===== config.mk =====
export PLATFORM = sky130hd
export DESIGN_NAME = console_controller_flat
export DESIGN_NICKNAME = d
export VERILOG_FILES = /design/src/rtl/console_controller_if.sv /design/src/rtl/console_controller.sv /design/src/flat_wrapper.sv
export SDC_FILE = /design/constraint.sdc
export NUM_CORES = 1
export LEC_CHECK = 0
export CORE_MARGIN = 2
export CORE_UTILIZATION = 42
export DETAILED_ROUTE_END_ITERATION = 10
export PLACE_DENSITY = 0.9
export SYNTH_ARGS = -nofsm -noshare
export SYNTH_HDL_FRONTEND = slang
export SYNTH_SLANG_ARGS = --single-unit

===== constraint.sdc =====
create_clock -name clk -period 2.7 [get_ports clk]
set_clock_uncertainty 0.2 [all_clocks]
set_input_delay 0.405 -clock clk [delete_from_list [all_inputs] [get_ports clk]]
set_output_delay 0.405 -clock clk [all_outputs]
set_load 0.005 [all_outputs]

===== src/rtl/console_controller_if.sv =====
// +-------------------------------------------------------------------------+
// | console_controller_if : panel, pulse-unit and memory signal bundle      |
// | Rev 1.0                                                                 |
// +-------------------------------------------------------------------------+
`default_nettype none

interface console_controller_if;
  logic        btn_machine_start;
  logic        btn_clear_pulse;
  logic        btn_do_read_mem;
  logic        btn_do_write_mem;
  logic        btn_write_reg;
  logic        btn_clear_reg_c;
  logic        btn_clear_reg_select;
  logic        btn_clear_reg_start;
  logic        switch_auto_enable;
  logic        switch_stop_at_enable;
  logic        switch_select_or_start;
  logic        switch_arr_reg_c;
  logic        switch_arr_reg_select;
  logic        switch_arr_reg_start;
  logic [30:0] input_reg_c_value;
  logic [11:0] input_reg_select_value;
  logic [11:0] input_reg_start_value;
  logic [11:0] reg_start_value;
  logic [11:0] reg_select_value;
  logic        instr_done;
  logic        mem_finish;
  logic        do_start;
  logic        do_arr_c;
  logic        do_arr_reg_select;
  logic        do_arr_reg_start;
  logic [30:0] arr_reg_c_value;
  logic [11:0] arr_reg_select_data;
  logic [11:0] arr_reg_start_data;
  logic        me_read_enable;
  logic        me_write_enable;
  logic        mem_to_c_enable;
  logic        running;
  logic        err_timeout;
  logic [2:0]  state_code;

  modport master (
    output btn_machine_start, btn_clear_pulse, btn_do_read_mem, btn_do_write_mem,
           btn_write_reg, btn_clear_reg_c, btn_clear_reg_select, btn_clear_reg_start,
           switch_auto_enable, switch_stop_at_enable, switch_select_or_start,
           switch_arr_reg_c, switch_arr_reg_select, switch_arr_reg_start,
           input_reg_c_value, input_reg_select_value, input_reg_start_value,
           reg_start_value, reg_select_value, instr_done, mem_finish,
    input  do_start, do_arr_c, do_arr_reg_select, do_arr_reg_start,
           arr_reg_c_value, arr_reg_select_data, arr_reg_start_data,
           me_read_enable, me_write_enable, mem_to_c_enable,
           running, err_timeout, state_code
  );

  modport slave (
    input  btn_machine_start, btn_clear_pulse, btn_do_read_mem, btn_do_write_mem,
           btn_write_reg, btn_clear_reg_c, btn_clear_reg_select, btn_clear_reg_start,
           switch_auto_enable, switch_stop_at_enable, switch_select_or_start,
           switch_arr_reg_c, switch_arr_reg_select, switch_arr_reg_start,
           input_reg_c_value, input_reg_select_value, input_reg_start_value,
           reg_start_value, reg_select_value, instr_done, mem_finish,
    output do_start, do_arr_c, do_arr_reg_select, do_arr_reg_start,
           arr_reg_c_value, arr_reg_select_data, arr_reg_start_data,
           me_read_enable, me_write_enable, mem_to_c_enable,
           running, err_timeout, state_code
  );
endinterface

`default_nettype wire


===== src/rtl/console_controller.sv =====
// +-------------------------------------------------------------------------+
// | console_controller : operator-panel sequencer for registers/run/memory  |
// | Rev 1.0                                                                 |
// +-------------------------------------------------------------------------+
`default_nettype none

module console_controller (
  input  wire logic             clk,
  input  wire logic             resetn,
  console_controller_if.slave   bus
);

  typedef enum logic [2:0] {
    IDLE    = 3'd0,
    REGWR   = 3'd1,
    LDSTART = 3'd2,
    RUN     = 3'd3,
    MEMRD   = 3'd4,
    MEMWR   = 3'd5,
    LOADC   = 3'd6
  } state_t;

  localparam logic [7:0] WDOG_LAST = 8'd254;

  state_t      state;
  logic [7:0]  btn_now, btn_prev, events;
  logic        primed, stop_pending;
  logic [7:0]  wdog;
  logic        pulse_start, arr_c, arr_sel, arr_st, rd_en, wr_en, to_c, err;
  logic [30:0] data_c;
  logic [11:0] data_sel, data_st;

  assign btn_now = {bus.btn_machine_start, bus.btn_clear_pulse, bus.btn_do_read_mem,
                    bus.btn_do_write_mem, bus.btn_write_reg, bus.btn_clear_reg_c,
                    bus.btn_clear_reg_select, bus.btn_clear_reg_start};

  // History is only trusted one clock after reset release, so a held button is not an event
  assign events = primed ? (btn_now & ~btn_prev) : 8'd0;

  logic ev_start, ev_clr_pulse, ev_rd, ev_wr, ev_wreg, ev_clr_c, ev_clr_sel, ev_clr_st;
  assign {ev_start, ev_clr_pulse, ev_rd, ev_wr, ev_wreg, ev_clr_c, ev_clr_sel, ev_clr_st} = events;

  logic sel_c, sel_sel, sel_st, reg_event, stop_hit, keep_running;
  assign sel_c     = ev_clr_c   | (ev_wreg & bus.switch_arr_reg_c);
  assign sel_sel   = ev_clr_sel | (ev_wreg & bus.switch_arr_reg_select);
  assign sel_st    = ev_clr_st  | (ev_wreg & bus.switch_arr_reg_start);
  assign reg_event = ev_wreg | ev_clr_c | ev_clr_sel | ev_clr_st;
  assign stop_hit  = bus.switch_stop_at_enable &&
                     (bus.reg_start_value == bus.input_reg_start_value);
  assign keep_running = bus.switch_auto_enable && !stop_pending && !ev_clr_pulse && !stop_hit;

  always_ff @(posedge clk or negedge resetn) begin
    if (!resetn) begin
      state        <= IDLE;
      btn_prev     <= 8'd0;
      primed       <= 1'b0;
      stop_pending <= 1'b0;
      wdog         <= 8'd0;
      pulse_start  <= 1'b0;
      arr_c        <= 1'b0;
      arr_sel      <= 1'b0;
      arr_st       <= 1'b0;
      rd_en        <= 1'b0;
      wr_en        <= 1'b0;
      to_c         <= 1'b0;
      err          <= 1'b0;
      data_c       <= 31'd0;
      data_sel     <= 12'd0;
      data_st      <= 12'd0;
    end else begin
      btn_prev    <= btn_now;
      primed      <= 1'b1;
      pulse_start <= 1'b0;
      arr_c       <= 1'b0;
      arr_sel     <= 1'b0;
      arr_st      <= 1'b0;
      rd_en       <= 1'b0;
      wr_en       <= 1'b0;
      to_c        <= 1'b0;
      if (ev_clr_pulse) stop_pending <= 1'b1;

      case (state)
        IDLE: begin
          if (reg_event) begin
            state   <= REGWR;
            arr_c   <= sel_c;
            arr_sel <= sel_sel;
            arr_st  <= sel_st;
            if (sel_c)   data_c   <= ev_clr_c   ? 31'd0 : bus.input_reg_c_value;
            if (sel_sel) data_sel <= ev_clr_sel ? 12'd0 : bus.input_reg_select_value;
            if (sel_st)  data_st  <= ev_clr_st  ? 12'd0 : bus.input_reg_start_value;
          end else if (ev_rd) begin
            state <= MEMRD;
            rd_en <= 1'b1;
            err   <= 1'b0;
            wdog  <= 8'd0;
          end else if (ev_wr) begin
            state <= MEMWR;
            wr_en <= 1'b1;
            err   <= 1'b0;
            wdog  <= 8'd0;
          end else if (ev_start) begin
            if (bus.switch_select_or_start) begin
              state   <= LDSTART;
              arr_st  <= 1'b1;
              data_st <= bus.reg_select_value;
            end else begin
              state       <= RUN;
              pulse_start <= 1'b1;
            end
          end
        end
        REGWR: begin
          state        <= IDLE;
          stop_pending <= 1'b0;
        end
        LDSTART: begin
          state       <= RUN;
          pulse_start <= 1'b1;
        end
        RUN: begin
          if (bus.instr_done) begin
            if (keep_running) begin
              pulse_start <= 1'b1;
            end else begin
              state        <= IDLE;
              stop_pending <= 1'b0;
            end
          end
        end
        MEMRD, MEMWR: begin
          // A completion coinciding with the last watchdog cycle is still a success
          if (bus.mem_finish) begin
            if (state == MEMRD) begin
              state <= LOADC;
              to_c  <= 1'b1;
            end else begin
              state        <= IDLE;
              stop_pending <= 1'b0;
            end
          end else if (wdog == WDOG_LAST) begin
            state        <= IDLE;
            stop_pending <= 1'b0;
            err          <= 1'b1;
          end else begin
            wdog <= wdog + 8'd1;
          end
        end
        LOADC: begin
          state        <= IDLE;
          stop_pending <= 1'b0;
        end
        default: begin
          state        <= IDLE;
          stop_pending <= 1'b0;
        end
      endcase
    end
  end

  assign bus.do_start            = pulse_start;
  assign bus.do_arr_c            = arr_c;
  assign bus.do_arr_reg_select   = arr_sel;
  assign bus.do_arr_reg_start    = arr_st;
  assign bus.arr_reg_c_value     = data_c;
  assign bus.arr_reg_select_data = data_sel;
  assign bus.arr_reg_start_data  = data_st;
  assign bus.me_read_enable      = rd_en;
  assign bus.me_write_enable     = wr_en;
  assign bus.mem_to_c_enable     = to_c;
  assign bus.running             = (state != IDLE);
  assign bus.err_timeout         = err;
  assign bus.state_code          = state;

endmodule

`default_nettype wire


===== src/flat_wrapper.sv =====
// flat-port wrapper written by rule: the top's interface ports become plain ports
module console_controller_flat 
  (clk, resetn, bus_btn_machine_start, bus_btn_clear_pulse, bus_btn_do_read_mem, bus_btn_do_write_mem, bus_btn_write_reg, bus_btn_clear_reg_c, bus_btn_clear_reg_select, bus_btn_clear_reg_start, bus_switch_auto_enable, bus_switch_stop_at_enable, bus_switch_select_or_start, bus_switch_arr_reg_c, bus_switch_arr_reg_select, bus_switch_arr_reg_start, bus_input_reg_c_value, bus_input_reg_select_value, bus_input_reg_start_value, bus_reg_start_value, bus_reg_select_value, bus_instr_done, bus_mem_finish, bus_do_start, bus_do_arr_c, bus_do_arr_reg_select, bus_do_arr_reg_start, bus_arr_reg_c_value, bus_arr_reg_select_data, bus_arr_reg_start_data, bus_me_read_enable, bus_me_write_enable, bus_mem_to_c_enable, bus_running, bus_err_timeout, bus_state_code);
  console_controller_if bus_i ();
  input  wire logic clk;
  input  wire logic resetn;
  input wire logic [$bits(bus_i.btn_machine_start)-1:0] bus_btn_machine_start;
  input wire logic [$bits(bus_i.btn_clear_pulse)-1:0] bus_btn_clear_pulse;
  input wire logic [$bits(bus_i.btn_do_read_mem)-1:0] bus_btn_do_read_mem;
  input wire logic [$bits(bus_i.btn_do_write_mem)-1:0] bus_btn_do_write_mem;
  input wire logic [$bits(bus_i.btn_write_reg)-1:0] bus_btn_write_reg;
  input wire logic [$bits(bus_i.btn_clear_reg_c)-1:0] bus_btn_clear_reg_c;
  input wire logic [$bits(bus_i.btn_clear_reg_select)-1:0] bus_btn_clear_reg_select;
  input wire logic [$bits(bus_i.btn_clear_reg_start)-1:0] bus_btn_clear_reg_start;
  input wire logic [$bits(bus_i.switch_auto_enable)-1:0] bus_switch_auto_enable;
  input wire logic [$bits(bus_i.switch_stop_at_enable)-1:0] bus_switch_stop_at_enable;
  input wire logic [$bits(bus_i.switch_select_or_start)-1:0] bus_switch_select_or_start;
  input wire logic [$bits(bus_i.switch_arr_reg_c)-1:0] bus_switch_arr_reg_c;
  input wire logic [$bits(bus_i.switch_arr_reg_select)-1:0] bus_switch_arr_reg_select;
  input wire logic [$bits(bus_i.switch_arr_reg_start)-1:0] bus_switch_arr_reg_start;
  input wire logic [$bits(bus_i.input_reg_c_value)-1:0] bus_input_reg_c_value;
  input wire logic [$bits(bus_i.input_reg_select_value)-1:0] bus_input_reg_select_value;
  input wire logic [$bits(bus_i.input_reg_start_value)-1:0] bus_input_reg_start_value;
  input wire logic [$bits(bus_i.reg_start_value)-1:0] bus_reg_start_value;
  input wire logic [$bits(bus_i.reg_select_value)-1:0] bus_reg_select_value;
  input wire logic [$bits(bus_i.instr_done)-1:0] bus_instr_done;
  input wire logic [$bits(bus_i.mem_finish)-1:0] bus_mem_finish;
  output wire logic [$bits(bus_i.do_start)-1:0] bus_do_start;
  output wire logic [$bits(bus_i.do_arr_c)-1:0] bus_do_arr_c;
  output wire logic [$bits(bus_i.do_arr_reg_select)-1:0] bus_do_arr_reg_select;
  output wire logic [$bits(bus_i.do_arr_reg_start)-1:0] bus_do_arr_reg_start;
  output wire logic [$bits(bus_i.arr_reg_c_value)-1:0] bus_arr_reg_c_value;
  output wire logic [$bits(bus_i.arr_reg_select_data)-1:0] bus_arr_reg_select_data;
  output wire logic [$bits(bus_i.arr_reg_start_data)-1:0] bus_arr_reg_start_data;
  output wire logic [$bits(bus_i.me_read_enable)-1:0] bus_me_read_enable;
  output wire logic [$bits(bus_i.me_write_enable)-1:0] bus_me_write_enable;
  output wire logic [$bits(bus_i.mem_to_c_enable)-1:0] bus_mem_to_c_enable;
  output wire logic [$bits(bus_i.running)-1:0] bus_running;
  output wire logic [$bits(bus_i.err_timeout)-1:0] bus_err_timeout;
  output wire logic [$bits(bus_i.state_code)-1:0] bus_state_code;
  assign bus_i.btn_machine_start = bus_btn_machine_start;
  assign bus_i.btn_clear_pulse = bus_btn_clear_pulse;
  assign bus_i.btn_do_read_mem = bus_btn_do_read_mem;
  assign bus_i.btn_do_write_mem = bus_btn_do_write_mem;
  assign bus_i.btn_write_reg = bus_btn_write_reg;
  assign bus_i.btn_clear_reg_c = bus_btn_clear_reg_c;
  assign bus_i.btn_clear_reg_select = bus_btn_clear_reg_select;
  assign bus_i.btn_clear_reg_start = bus_btn_clear_reg_start;
  assign bus_i.switch_auto_enable = bus_switch_auto_enable;
  assign bus_i.switch_stop_at_enable = bus_switch_stop_at_enable;
  assign bus_i.switch_select_or_start = bus_switch_select_or_start;
  assign bus_i.switch_arr_reg_c = bus_switch_arr_reg_c;
  assign bus_i.switch_arr_reg_select = bus_switch_arr_reg_select;
  assign bus_i.switch_arr_reg_start = bus_switch_arr_reg_start;
  assign bus_i.input_reg_c_value = bus_input_reg_c_value;
  assign bus_i.input_reg_select_value = bus_input_reg_select_value;
  assign bus_i.input_reg_start_value = bus_input_reg_start_value;
  assign bus_i.reg_start_value = bus_reg_start_value;
  assign bus_i.reg_select_value = bus_reg_select_value;
  assign bus_i.instr_done = bus_instr_done;
  assign bus_i.mem_finish = bus_mem_finish;
  assign bus_do_start = bus_i.do_start;
  assign bus_do_arr_c = bus_i.do_arr_c;
  assign bus_do_arr_reg_select = bus_i.do_arr_reg_select;
  assign bus_do_arr_reg_start = bus_i.do_arr_reg_start;
  assign bus_arr_reg_c_value = bus_i.arr_reg_c_value;
  assign bus_arr_reg_select_data = bus_i.arr_reg_select_data;
  assign bus_arr_reg_start_data = bus_i.arr_reg_start_data;
  assign bus_me_read_enable = bus_i.me_read_enable;
  assign bus_me_write_enable = bus_i.me_write_enable;
  assign bus_mem_to_c_enable = bus_i.mem_to_c_enable;
  assign bus_running = bus_i.running;
  assign bus_err_timeout = bus_i.err_timeout;
  assign bus_state_code = bus_i.state_code;
  console_controller u_core (.clk(clk), .resetn(resetn), .bus(bus_i));
endmodule

==> results of run 1 <==
## Yosys cell counts, drive strengths merged, types with 2 or more instances
| cell type | number |
|---|---|
| nor2 | 15 |
| a41oi | 2 |
| nand3 | 10 |
| a22o | 2 |
| buf | 4 |
| nor3 | 6 |
| mux2 | 12 |
| a21oi | 3 |
| dfrtp | 84 |
| nand2 | 121 |
| inv | 9 |
| nand2b | 2 |
| xnor2 | 9 |
| xor2 | 8 |
| o21ai | 62 |
| a311o | 2 |
| nand4 | 3 |
| nor4 | 3 |
| nor2b | 6 |
| ha | 2 |
| a21o | 3 |
| clkbuf | 14 |
## routing by layer
metal | vias to the layer above | track usage, %
met2 | 134 | 35.79
met1 | 1585 | 25.63
li1 | 1643 | -
met5 | - | 0
met3 | 25 | 5.603
met4 | 0 | 9.484
## tightest hold or removal path, stage by stage (launching register included)
cell and delay (ns):
sky130_fd_sc_hd__dfrtp_1 0.34, sky130_fd_sc_hd__nand2_1 0.04, sky130_fd_sc_hd__o21ai_0 0.06
## worst paths after layout
check,from,to,cells past startpoint
max in group asynchronous,resetn,u_core.bus.arr_reg_c_value[27],3
worst min register to register,u_core.bus.arr_reg_c_value[19],u_core.bus.arr_reg_c_value[19],2
worst min-delay path,u_core.bus.arr_reg_c_value[19],u_core.bus.arr_reg_c_value[19],2
worst max register to register,u_core.bus.state_code[1],u_core.bus.state_code[0],6
worst max-delay path,u_core.bus.state_code[1],bus_running,3
min in group asynchronous,resetn,u_core.bus.arr_reg_select_data[1],2
## layout make-up
cell class,instances,area (um^2),share of cell area [%]
clock buffers,10,137.6,2.387
clock inverters,5,100.1,1.736
inverters,9,33.78,0.5859
multi-input cells,284,1538,26.67
flip-flops and latches,84,2102,36.46
well taps,108,135.1,2.344
repair buffers,173,1719,29.82
## power groups by stage
stage | Combinational [mW] | Clock (mW) | Sequential, mW
2_1_floorplan | 0.586 | 0 | 1.97
3_3_place_gp | 1.72 | 0 | 1.95
3_5_place_dp | 1.79 | 0 | 1.98
4_1_cts | 1.80 | 1.08 | 1.96
5_1_grt | 1.94 | 1.14 | 2.02
6_report | 1.78 | 1.06 | 1.96
## flip-flops by register name, indices dropped and copies added, names as in the netlist
| register | cells |
|---|---|
| u_core.bus.state_code | 3 |
| u_core.bus.do_arr_c | 1 |
| u_core.bus.arr_reg_c_value | 31 |
| u_core.btn_prev | 8 |
| u_core.bus.me_read_enable | 1 |
| u_core.bus.arr_reg_select_data | 12 |
| u_core.bus.do_start | 1 |
| u_core.bus.do_arr_reg_start | 1 |
| u_core.bus.do_arr_reg_select | 1 |
| u_core.bus.me_write_enable | 1 |
| u_core.primed | 1 |
| u_core.stop_pending | 1 |
| u_core.bus.err_timeout | 1 |
| u_core.bus.mem_to_c_enable | 1 |
| u_core.wdog | 8 |
| u_core.bus.arr_reg_start_data | 12 |
## layout by cell type (no fill, tap or decap), types with 2 or more instances in the layout
master                            synthesis  routed
sky130_fd_sc_hd__a21o_1                   3       3
sky130_fd_sc_hd__a21oi_1                  2       2
sky130_fd_sc_hd__a22o_1                   2       2
sky130_fd_sc_hd__a311o_1                  2       2
sky130_fd_sc_hd__a41oi_1                  2       2
sky130_fd_sc_hd__buf_4                    1       9
sky130_fd_sc_hd__bufinv_16                0       3
sky130_fd_sc_hd__clkbuf_8                 0      10
sky130_fd_sc_hd__clkdlybuf4s50_1          0     162
sky130_fd_sc_hd__clkinv_2                 0       2
sky130_fd_sc_hd__dfrtp_1                 84      84
sky130_fd_sc_hd__ha_1                     2       2
sky130_fd_sc_hd__inv_1                    9       9
sky130_fd_sc_hd__mux2_2                  12      12
sky130_fd_sc_hd__nand2_1                121     121
sky130_fd_sc_hd__nand2b_1                 2       2
sky130_fd_sc_hd__nand3_1                 10      10
sky130_fd_sc_hd__nand4_1                  3       3
sky130_fd_sc_hd__nor2_1                  14      14
sky130_fd_sc_hd__nor2b_1                  4       4
sky130_fd_sc_hd__nor3_1                   6       6
sky130_fd_sc_hd__nor4_1                   2       2
sky130_fd_sc_hd__o21ai_0                 58      58
sky130_fd_sc_hd__o21ai_1                  4       4
sky130_fd_sc_hd__xnor2_1                  9       9
sky130_fd_sc_hd__xor2_1                   8       8
## metrics by stage
step                      setup WS, ns  cell area (um^2)  instances  power, mW
after floorplan                 0.5954              3749        395      2.560
after global routing            0.1075              5766        673      5.102
after detailed placement        0.1268              5518        657      3.768
final                           0.2185              5766        673      4.796
after global placement          0.2253              5518        657      3.673
after CTS                       0.2284              5766        673      4.837
## logic make-up (layout without fill, tap and decap cells)
group	Yosys count	after routing	synth area share, %
simple gates	172	172	20.03
compound gates	80	80	12.65
mux	12	12	3.605
xor+xnor	17	17	3.972
buf+inv	27	197	2.904
fa+ha+maj	2	2	0.6675
other cells	1	1	0.1000
flops	84	84	56.07
## timing repair
item	in CTS	in global routing
hold buffers	1	0
resized for setup	0	0
endpoints found under the hold margin	34	0
setup endpoints to repair	0	0
==> tab_implementation.tex, run 1 <==
\begin{tabular}{lr}
\hline
Metric & Value \\
\hline
\multicolumn{2}{l}{\textbf{Detailed routing}} \\
Final wirelength & approximately 10000 um \\
Drt initial violations & 98 \\
Met3 routed WL & about 690 um \\
Number of iterations in the first detailed-routing pass & 4 \\
Uppermost layer routed & met4 \\
Number of design rule violations left after detail routing & 0 \\
ANT nets after route & 0 \\
Wire length on met2 & 5104 um \\
Total vias in the final route & between 3000 and 4000 \\
Drt via density & around 5 \\
Detail-routed net length per standard cell & 14.86 um \\
Wire length the detailed router placed on met1 & $\sim$4000 um \\
\multicolumn{2}{l}{\textbf{Power and ir drop}} \\
Power density cells & between 800 and 900 mW/mm\^{}2 \\
Leakage power figure & 2.620 nW \\
Sequential share of power & between 40\% and 50\% \\
Largest voltage drop on the vdd net & 0.4793 mV \\
Net switching power & around 1.4 mW \\
Combinational fraction of design power & a little under two fifths \\
Internal portion of total power & approximately 3.4 mW \\
Proportion of power drawn by the clock network & approximately 22\% \\
Switching part of the total power & 28.69\% \\
\multicolumn{2}{l}{\textbf{Placed design}} \\
Half-perimeter wire length of the detailed placement result & 7542 um \\
Weighted congestion at the end of routability-driven global placement & roughly 0.9 \\
I/O Buffers & $\sim$160 \\
\multicolumn{2}{l}{\textbf{Hold path}} \\
Type of the tightest min-delay check & reg2reg \\
\multicolumn{2}{l}{\textbf{Clock network}} \\
Number of buffers created by CTS & 9 \\
Num Clock Sinks & 84 \\
Clock H-tree levels & 3 \\
Clock latency of the later-clocked register in the worst-skew pair & around 0.35 ns \\
Number of buffers inserted by post-CTS setup repair & 0 \\
Worst-path clk slew & 0.08 ns \\
TritonCTS clock tree & done \\
Bufs on Longest Clock Path & 2 \\
Root buffer selected by CTS & sky130\_fd\_sc\_hd\_\_clkbuf\_8 \\
\multicolumn{2}{l}{\textbf{GRT}} \\
Overflow left after global routing & 0 \\
Largest net degree at the start of global routing & 64 \\
Global routing usage summed across all routing layers & between 20\% and 30\% \\
Antenna violations before repair & 0 \\
Wire length of the first global-routing pass & $\sim$17000 um \\
Vias in the first global route & between 3000 and 4000 \\
\multicolumn{2}{l}{\textbf{STA}} \\
Highest clock rate & 403.0 MHz \\
Fin. max-slew vios & 0 \\
Final critical path time including I/O delays and setup & around 2.5 ns \\
Count of final hold-check violations & 0 \\
Tcrit/Tclk final & 91.91\% \\
Setup violations, final & 0 \\
Setup Total Neg Slack & 0 ns \\
Setup repair after global routing missed its margin & no \\
Worst relative slew slack & approximately 58\% \\
Worst hold slack across all endpoints & approximately 0.28 ns \\
Slew at the pin closest to its max-slew limit & 0.6280 ns \\
\multicolumn{2}{l}{\textbf{Synthesis}} \\
Number of enable flip-flop cells after synthesis & 0 \\
Unique masters post-synth & 42 \\
Seq/Total Area, Yosys & between 50 and 60\% \\
Syn\_nets & 494 \\
Synthesis warning total & 0 \\
Biggest area contributors in the synthesized netlist & sky130\_fd\_sc\_hd\_\_dfrtp\_1 56\%, sky130\_fd\_sc\_hd\_\_nand2\_1 12\%, sky130\_fd\_sc\_hd\_\_o21ai\_0 7.7\% \\
Dominant synthesized flop cell & sky130\_fd\_sc\_hd\_\_dfrtp\_1 \\
Post-synth design cell area & around 0.0037 mm\^{}2 \\
Synth Area per Inst & 9.490 um\^{}2 \\
Flip-flop and latch count after synthesis & 84 \\
Proportion of netlist area held by the largest area contributor & a little under three fifths \\
Library cell with the largest summed area after synthesis & sky130\_fd\_sc\_hd\_\_dfrtp\_1 \\
Syn Inst Count & between 300 and 400 \\
Fraction of registers with async set or reset after synthesis & between 90\% and 100\% \\
\multicolumn{2}{l}{\textbf{Setup path}} \\
Worst-path fanout max & 8 \\
Category of the critical setup timing path & reg2out \\
Buf/Inv on CP & 2 \\
List of cells traversed by the critical path & nor3\_1 > inv\_1 > clkdlybuf4s50\_1 \\
Signal arrival time at the worst endpoint & roughly 1.9 ns \\
Crit-path max cell delay & slightly below 0.5 ns \\
Slowest-stage cell, CP & sky130\_fd\_sc\_hd\_\_clkdlybuf4s50\_1 \\
Required arrival time at the worst endpoint & 2.10 ns \\
Setup slack on the worst flop-to-flop path & 0.59 ns \\
Startpoint Class & flip-flop \\
Crit-path leading delay family & buffers and inverters \\
Critical path capture point type & primary output \\
\multicolumn{2}{l}{\textbf{Run status}} \\
Outcome & finished clean \\
\multicolumn{2}{l}{\textbf{Layout}} \\
Area delta synth->final & 53.81\% \\
Fill cell instance count of the final layout & around 700 \\
Number of inserted diodes & 0 \\
Final core area utilization & 66.44\% \\
Net count, final & between 600 and 700 \\
Fraction of layout cells with a size suffix above 1 & between 7 and 8\% \\
\multicolumn{2}{l}{\textbf{Die}} \\
Y dimension of the die & 98.48 um \\
Starting utilization of the core area & between 40\% and 50\% \\
Total core area & about 0.0087 mm\^{}2 \\
FP Rows & 34 \\
Die ar. & between 0.009 and 0.01 mm\^{}2 \\
Die width & around 100 um \\
I/O pin count & approximately 160 \\
\multicolumn{2}{l}{\textbf{Job}} \\
Max-cap violation count & 0 \\
\hline
\end{tabular}
(Power assumes the default switching activity.)
==> inputs of run 2 (changes only) <==
Settings changed: CTS_CLUSTER_DIAMETER set to 100, MAX_ROUTING_LAYER set to met4.
==> run 2 against run 1 <==
Combinational power about the same. Register-to-register slack barely moved. Routed wire length is 0.21% higher. Global-route usage grew 0.65 points. Via count about the same. Non-clock buffer count unchanged. Hold slack gained 0.0032 ns. Die area unchanged. Sequential share of layout area unchanged. Critical path depth did not move. Clock power barely moved. Worst setup slack worse by 0.00075 ns. Largest cell class unchanged. Highest routed layer unchanged.
==> tab_implementation.tex, run 2 (same netlist as run 1, synthesis figures left out) <==
\begin{tabular}{lr}
\hline
Metric & Value \\
\hline
\multicolumn{2}{l}{\textbf{GRT}} \\
Antenna violations before repair & 0 \\
Global routing usage summed across all routing layers & between 20 and 25\% \\
Overflow left after global routing & 0 \\
Wire length of the first global-routing pass & between 15000 and 20000 um \\
Vias in the first global route & 3491 \\
Largest net degree at the start of global routing & 64 \\
\multicolumn{2}{l}{\textbf{Detailed routing}} \\
Drt via density & between 5 and 6 \\
Total vias in the final route & approximately 3400 \\
Number of design rule violations left after detail routing & 0 \\
Detail-routed net length per standard cell & 14.89 um \\
Final wirelength & 10020 um \\
Drt initial violations & 90 \\
Number of iterations in the first detailed-routing pass & 5 \\
ANT nets after route & 0 \\
\multicolumn{2}{l}{\textbf{Setup path}} \\
Worst-path fanout max & 8 \\
List of cells traversed by the critical path & nor3\_1 > inv\_1 > clkdlybuf4s50\_1 \\
FF-to-FF path depth & 6 \\
Signal arrival time at the worst endpoint & about 1.9 ns \\
Slowest-stage cell, CP & sky130\_fd\_sc\_hd\_\_clkdlybuf4s50\_1 \\
Critical path capture point type & primary output \\
Category of the critical setup timing path & reg2out \\
Crit-path max cell delay & between 0.4 and 0.5 ns \\
Startpoint Class & flip-flop \\
Required arrival time at the worst endpoint & about 2.1 ns \\
\multicolumn{2}{l}{\textbf{Layout}} \\
Number of inserted diodes & 0 \\
Highest-count cells in the layout ignoring fill and taps & 162 x sky130\_fd\_sc\_hd\_\_clkdlybuf4s50\_1, 121 x sky130\_fd\_sc\_hd\_\_nand2\_1, 84 x sky130\_fd\_sc\_hd\_\_dfrtp\_1 \\
Area used by sequential logic in the layout & between 0.002 and 0.0025 mm\^{}2 \\
Area delta synth->final & 53.81\% \\
Net count, final & 660 \\
Area of the multi-input gates & approximately 0.0015 mm\^{}2 \\
Final Instance Area & approximately 0.0058 mm\^{}2 \\
Number of flip-flops in the largest register & 31 \\
Fill cell instance count of the final layout & between 700 and 800 \\
Most frequent standard cell in the layout excluding fill and tap cells & sky130\_fd\_sc\_hd\_\_clkdlybuf4s50\_1 \\
Fraction of layout cells with a size suffix above 1 & 7.611\% \\
\multicolumn{2}{l}{\textbf{Clock network}} \\
Clock latency of the later-clocked register in the worst-skew pair & between 0.3 and 0.4 ns \\
TritonCTS clock tree & done \\
Hold buffers post-CTS & 1 \\
Number of buffers created by CTS & 9 \\
Worst-path clk slew & about 0.08 ns \\
Number of buffers inserted by post-CTS setup repair & 0 \\
Num Clock Sinks & 84 \\
Bufs on Longest Clock Path & 2 \\
Resized cells post-CTS & 0 \\
Root buffer selected by CTS & sky130\_fd\_sc\_hd\_\_clkbuf\_8 \\
Clock H-tree levels & 3 \\
\multicolumn{2}{l}{\textbf{Die}} \\
Die ar. & about 0.0097 mm\^{}2 \\
Die width & just under 100 um \\
I/O pin count & roughly 160 \\
FP Rows & 34 \\
Starting utilization of the core area & a little over two fifths \\
Y dimension of the die & between 90 and 100 um \\
Total core area & 0.008678 mm\^{}2 \\
\multicolumn{2}{l}{\textbf{Placed design}} \\
Half-perimeter wire length of the detailed placement result & between 7000 and 8000 um \\
Placed instance area & 0.005518 mm\^{}2 \\
I/O Buffers & approximately 160 \\
Weighted congestion at the end of routability-driven global placement & between 0.8 and 0.9 \\
\multicolumn{2}{l}{\textbf{STA}} \\
Worst relative slew slack & slightly below 60\% \\
Final critical path time including I/O delays and setup & around 2.5 ns \\
Setup Total Neg Slack & 0 ns \\
Highest clock rate & 402.9 MHz \\
Tcrit/Tclk final & 91.94\% \\
Setup repair after global routing missed its margin & no \\
Fin. max-slew vios & 0 \\
Count of final hold-check violations & 0 \\
Slew at the pin closest to its max-slew limit & approximately 0.63 ns \\
Setup violations, final & 0 \\
\multicolumn{2}{l}{\textbf{Power and ir drop}} \\
Leakage power figure & around 2.6 nW \\
Largest voltage drop on the vdd net & between 0.4 and 0.5 mV \\
Power density cells & around 830 mW/mm\^{}2 \\
\multicolumn{2}{l}{\textbf{Run status}} \\
Outcome & finished clean \\
\multicolumn{2}{l}{\textbf{Hold path}} \\
Type of the tightest min-delay check & reg2reg \\
Worst Hold Depth & 2 \\
\multicolumn{2}{l}{\textbf{Job}} \\
Max-cap violation count & 0 \\
\hline
\end{tabular}
-- run 2: power by group --
| part | total, mW | internal, mW | switching (mW) |
|---|---|---|---|
| sequential | 1.96 | 1.69 | 0.272 |
| clock | 1.06 | 0.632 | 0.423 |
| combinational | 1.78 | 1.10 | 0.681 |
| total | 4.80 | 3.42 | 1.38 |
-- run 2: final timing paths --
path / start / end / slack [ns]
max: u_core.bus.state_code[1] / bus_running / 0.22
min: u_core.bus.arr_reg_c_value[19] / u_core.bus.arr_reg_c_value[19] / 0.28
max reg2reg: u_core.bus.state_code[1] / u_core.bus.state_code[0] / 0.58
min reg2reg: u_core.bus.arr_reg_c_value[19] / u_core.bus.arr_reg_c_value[19] / 0.28
max in group asynchronous: resetn / u_core.bus.arr_reg_c_value[27] / 1.33
min in group asynchronous: resetn / u_core.bus.arr_reg_select_data[1] / 0.34
-- run 2: stage by stage --
step | utilization, % | power, mW | worst slack, ns | instances | hold WS, ns
global route | 66.44 | 5.101 | 0.1075 | 673 | 0.3070
CTS | 66.44 | 4.837 | 0.2284 | 673 | 0.2869
detailed placement | 63.58 | 3.768 | 0.1268 | 657 | 0.1913
global placement | 63.58 | 3.673 | 0.2253 | 657 | 0.1761
finish | 66.44 | 4.797 | 0.2177 | 673 | 0.2826
floorplan | - | 2.560 | 0.5954 | 395 | -0.09059
-- run 2: critical path: cells and delay by family (launching register included) --
family | cells | cell delay, ns
buf+inv | 2 | 0.70
flops | 1 | 0.47
simple gates | 1 | 0.36
-- run 2: cell type report --
type / instances / share of cell area, %
Clock buffer: 10 / 2.387
Clock inverter: 5 / 1.736
Inverter: 9 / 0.5859
Multi-Input combinational cell: 284 / 26.67
Sequential cell: 84 / 36.46
Tap cell: 108 / 2.344
Timing Repair Buffer: 173 / 29.82
-- run 2: metal layers --
| metal | routed length, um | vias up | track usage (%) | part of all wire (%) |
|---|---|---|---|---|
| li1 | - | 1644 | - | - |
| met4 | 190 | 0 | 9.589 | 1.9 |
| met3 | 510 | 17 | 4.397 | 5.1 |
| met5 | 0 | - | - | 0 |
| met2 | 5122 | 126 | 35.85 | 51 |
| met1 | 4198 | 1599 | 26.33 | 42 |
==> inputs of run 3 (changes only) <==
Settings changed: ABC_CLOCK_PERIOD_IN_PS set to 2700, CORE_UTILIZATION 42 to 34, PLACE_DENSITY 0.9 to 0.77.
==> run 3 against run 2 <==
Die area up 23%. Critical path depth unchanged. Via count down 0.59%. Sequential share of layout area about the same. Largest cell class unchanged. Global-route usage down 3.6 points. Critical path type unchanged. Combinational power about the same.
==> tab_implementation.tex, run 3 (same netlist as run 1, synthesis figures left out) <==
\begin{tabular}{lr}
\hline
Metric & Value \\
\hline
\multicolumn{2}{l}{\textbf{Run status}} \\
Outcome & finished clean \\
\multicolumn{2}{l}{\textbf{Setup path}} \\
Signal arrival time at the worst endpoint & roughly 1.9 ns \\
Buf/Inv on CP & 2 \\
FF-to-FF path depth & 5 \\
Required arrival time at the worst endpoint & roughly 2.1 ns \\
Worst r2r src & u\_core.primed \\
List of cells traversed by the critical path & nor3\_1 > inv\_1 > clkdlybuf4s50\_1 \\
Worst-path fanout max & 8 \\
Startpoint Class & flip-flop \\
Crit-path leading delay family & buffers and inverters \\
Setup slack on the worst flop-to-flop path & 0.62 ns \\
Destination of the worst register-to-register timing path & u\_core.bus.arr\_reg\_start\_data[2] \\
Slowest-stage cell, CP & sky130\_fd\_sc\_hd\_\_clkdlybuf4s50\_1 \\
Crit-path max cell delay & roughly 0.52 ns \\
Category of the critical setup timing path & reg2out \\
Critical path capture point type & primary output \\
\multicolumn{2}{l}{\textbf{Die}} \\
Total core area & 0.01079 mm\^{}2 \\
I/O pin count & 164 \\
Y dimension of the die & roughly 110 um \\
FP Rows & 38 \\
Starting utilization of the core area & a little over a third \\
Die width & 109 um \\
Die ar. & between 0.01 and 0.015 mm\^{}2 \\
\multicolumn{2}{l}{\textbf{GRT}} \\
Antenna violations before repair & 0 \\
Largest net degree at the start of global routing & between 40 and 50 \\
Wire length of the first global-routing pass & about 16000 um \\
Global routing usage summed across all routing layers & between 15 and 20\% \\
Overflow left after global routing & 0 \\
Vias in the first global route & 3403 \\
\multicolumn{2}{l}{\textbf{Clock network}} \\
Clock latency of the later-clocked register in the worst-skew pair & between 0.3 and 0.4 ns \\
Root buffer selected by CTS & sky130\_fd\_sc\_hd\_\_clkbuf\_8 \\
Worst-path clk slew & $\sim$0.080 ns \\
Clock H-tree levels & 3 \\
Num Clock Sinks & 84 \\
Number of buffers inserted by post-CTS setup repair & 0 \\
Hold buffers post-CTS & 1 \\
Bufs on Longest Clock Path & 2 \\
TritonCTS clock tree & done \\
Resized cells post-CTS & 0 \\
Number of buffers created by CTS & 9 \\
\multicolumn{2}{l}{\textbf{Placed design}} \\
I/O Buffers & between 150 and 200 \\
Half-perimeter wire length of the detailed placement result & just under 8000 um \\
Weighted congestion at the end of routability-driven global placement & 0.8913 \\
\multicolumn{2}{l}{\textbf{Detailed routing}} \\
Drt via density & $\sim$4.8 \\
Final wirelength & slightly above 10000 um \\
Number of design rule violations left after detail routing & 0 \\
Number of iterations in the first detailed-routing pass & 4 \\
Total vias in the final route & between 3000 and 4000 \\
Drt initial violations & about 140 \\
ANT nets after route & 0 \\
Detail-routed net length per standard cell & roughly 14 um \\
\multicolumn{2}{l}{\textbf{Layout}} \\
Fill cell instance count of the final layout & just over 1000 \\
Area delta synth->final & 53.77\% \\
Number of inserted diodes & 0 \\
Area of the multi-input gates & around 0.0015 mm\^{}2 \\
Net count, final & 660 \\
Most frequent standard cell in the layout excluding fill and tap cells & sky130\_fd\_sc\_hd\_\_clkdlybuf4s50\_1 \\
Number of flip-flops in the largest register & 31 \\
Highest-count cells in the layout ignoring fill and taps & 162 x sky130\_fd\_sc\_hd\_\_clkdlybuf4s50\_1, 121 x sky130\_fd\_sc\_hd\_\_nand2\_1, 84 x sky130\_fd\_sc\_hd\_\_dfrtp\_1 \\
Final core area utilization & a little over half \\
Area used by sequential logic in the layout & between 0.002 and 0.0025 mm\^{}2 \\
Fraction of layout cells with a size suffix above 1 & $\sim$7.4\% \\
\multicolumn{2}{l}{\textbf{Power and ir drop}} \\
Largest voltage drop on the vdd net & between 0.5 and 0.6 mV \\
Power density cells & between 700 and 800 mW/mm\^{}2 \\
Leakage power figure & 2.593 nW \\
\multicolumn{2}{l}{\textbf{STA}} \\
Fin. max-slew vios & 0 \\
Setup Total Neg Slack & 0 ns \\
Setup violations, final & 0 \\
Highest clock rate & just over 400 MHz \\
Worst relative slew slack & 58.79\% \\
Slew at the pin closest to its max-slew limit & slightly above 0.6 ns \\
Tcrit/Tclk final & between 90\% and 100\% \\
Final critical path time including I/O delays and setup & 2.469 ns \\
Count of final hold-check violations & 0 \\
Setup repair after global routing missed its margin & no \\
\multicolumn{2}{l}{\textbf{Hold path}} \\
Worst Hold Depth & 2 \\
End point of the worst hold path & u\_core.bus.arr\_reg\_c\_value[13] \\
Type of the tightest min-delay check & reg2reg \\
Worst hold path startpoint & u\_core.bus.arr\_reg\_c\_value[13] \\
\multicolumn{2}{l}{\textbf{Job}} \\
Max-cap violation count & 0 \\
\hline
\end{tabular}
## run 3: per-stage QoR
step	setup WS (ns)	instance area [um^2]	power [mW]	hold WS (ns)	cells
6_report	0.2310	5764	4.589	0.2847	706
2_1_floorplan	0.5954	3749	2.560	-0.09059	395
3_5_place_dp	0.1698	5570	3.775	0.2269	689
5_1_grt	0.08120	5764	4.945	0.3077	706
3_3_place_gp	0.2392	5570	3.702	0.2261	689
4_1_cts	0.1890	5764	4.666	0.2911	706
## run 3: worst max path at each step
stage | slack [ns] | from | cells past startpoint | end
floorplan | 0.60 | bus_btn_clear_reg_c | 6 | u_core.bus.arr_reg_start_data[10]
global placement | 0.24 | bus_btn_clear_reg_c | 7 | u_core.bus.arr_reg_start_data[5]
detailed placement | 0.17 | bus_btn_clear_reg_c | 7 | u_core.bus.arr_reg_start_data[2]
CTS | 0.19 | u_core.bus.state_code[1] | 3 | bus_running
global route | 0.08 | u_core.bus.state_code[1] | 3 | bus_running
finish | 0.23 | u_core.bus.state_code[1] | 3 | bus_running
## run 3: power breakdown
part	total (mW)	switching (mW)	internal, mW
logic	1.78	0.673	1.11
registers	1.95	0.264	1.69
clock network	0.856	0.432	0.424
## run 3: routing by layer
layer / part of all wire (%) / GRT usage, % / vias to the layer above
met1: 41 / 21.45 / 1573
met3: 5.9 / 4.543 / 29
met4: 3.2 / 7.143 / 0
li1: - / - / 1642
met2: 49 / 30.21 / 122
met5: 0 / - / -
## run 3: worst register-to-register path: cells and delay by family, from the launching register on
family          cells  cell delay, ns
simple gates        2            0.40
buf+inv             1            0.17
compound gates      1            0.21
flops               1            0.65
mux                 1            0.35
## run 3: area by class of cell
| type | count | area share, % |
|---|---|---|
| Tap cell | 140 | 3.039 |
| Sequential cell | 84 | 36.47 |
| Timing Repair Buffer | 173 | 30.04 |
| Multi-Input combinational cell | 284 | 26.68 |
| Inverter | 9 | 0.5861 |
| Clock inverter | 5 | 0.9117 |
| Clock buffer | 11 | 2.279 |
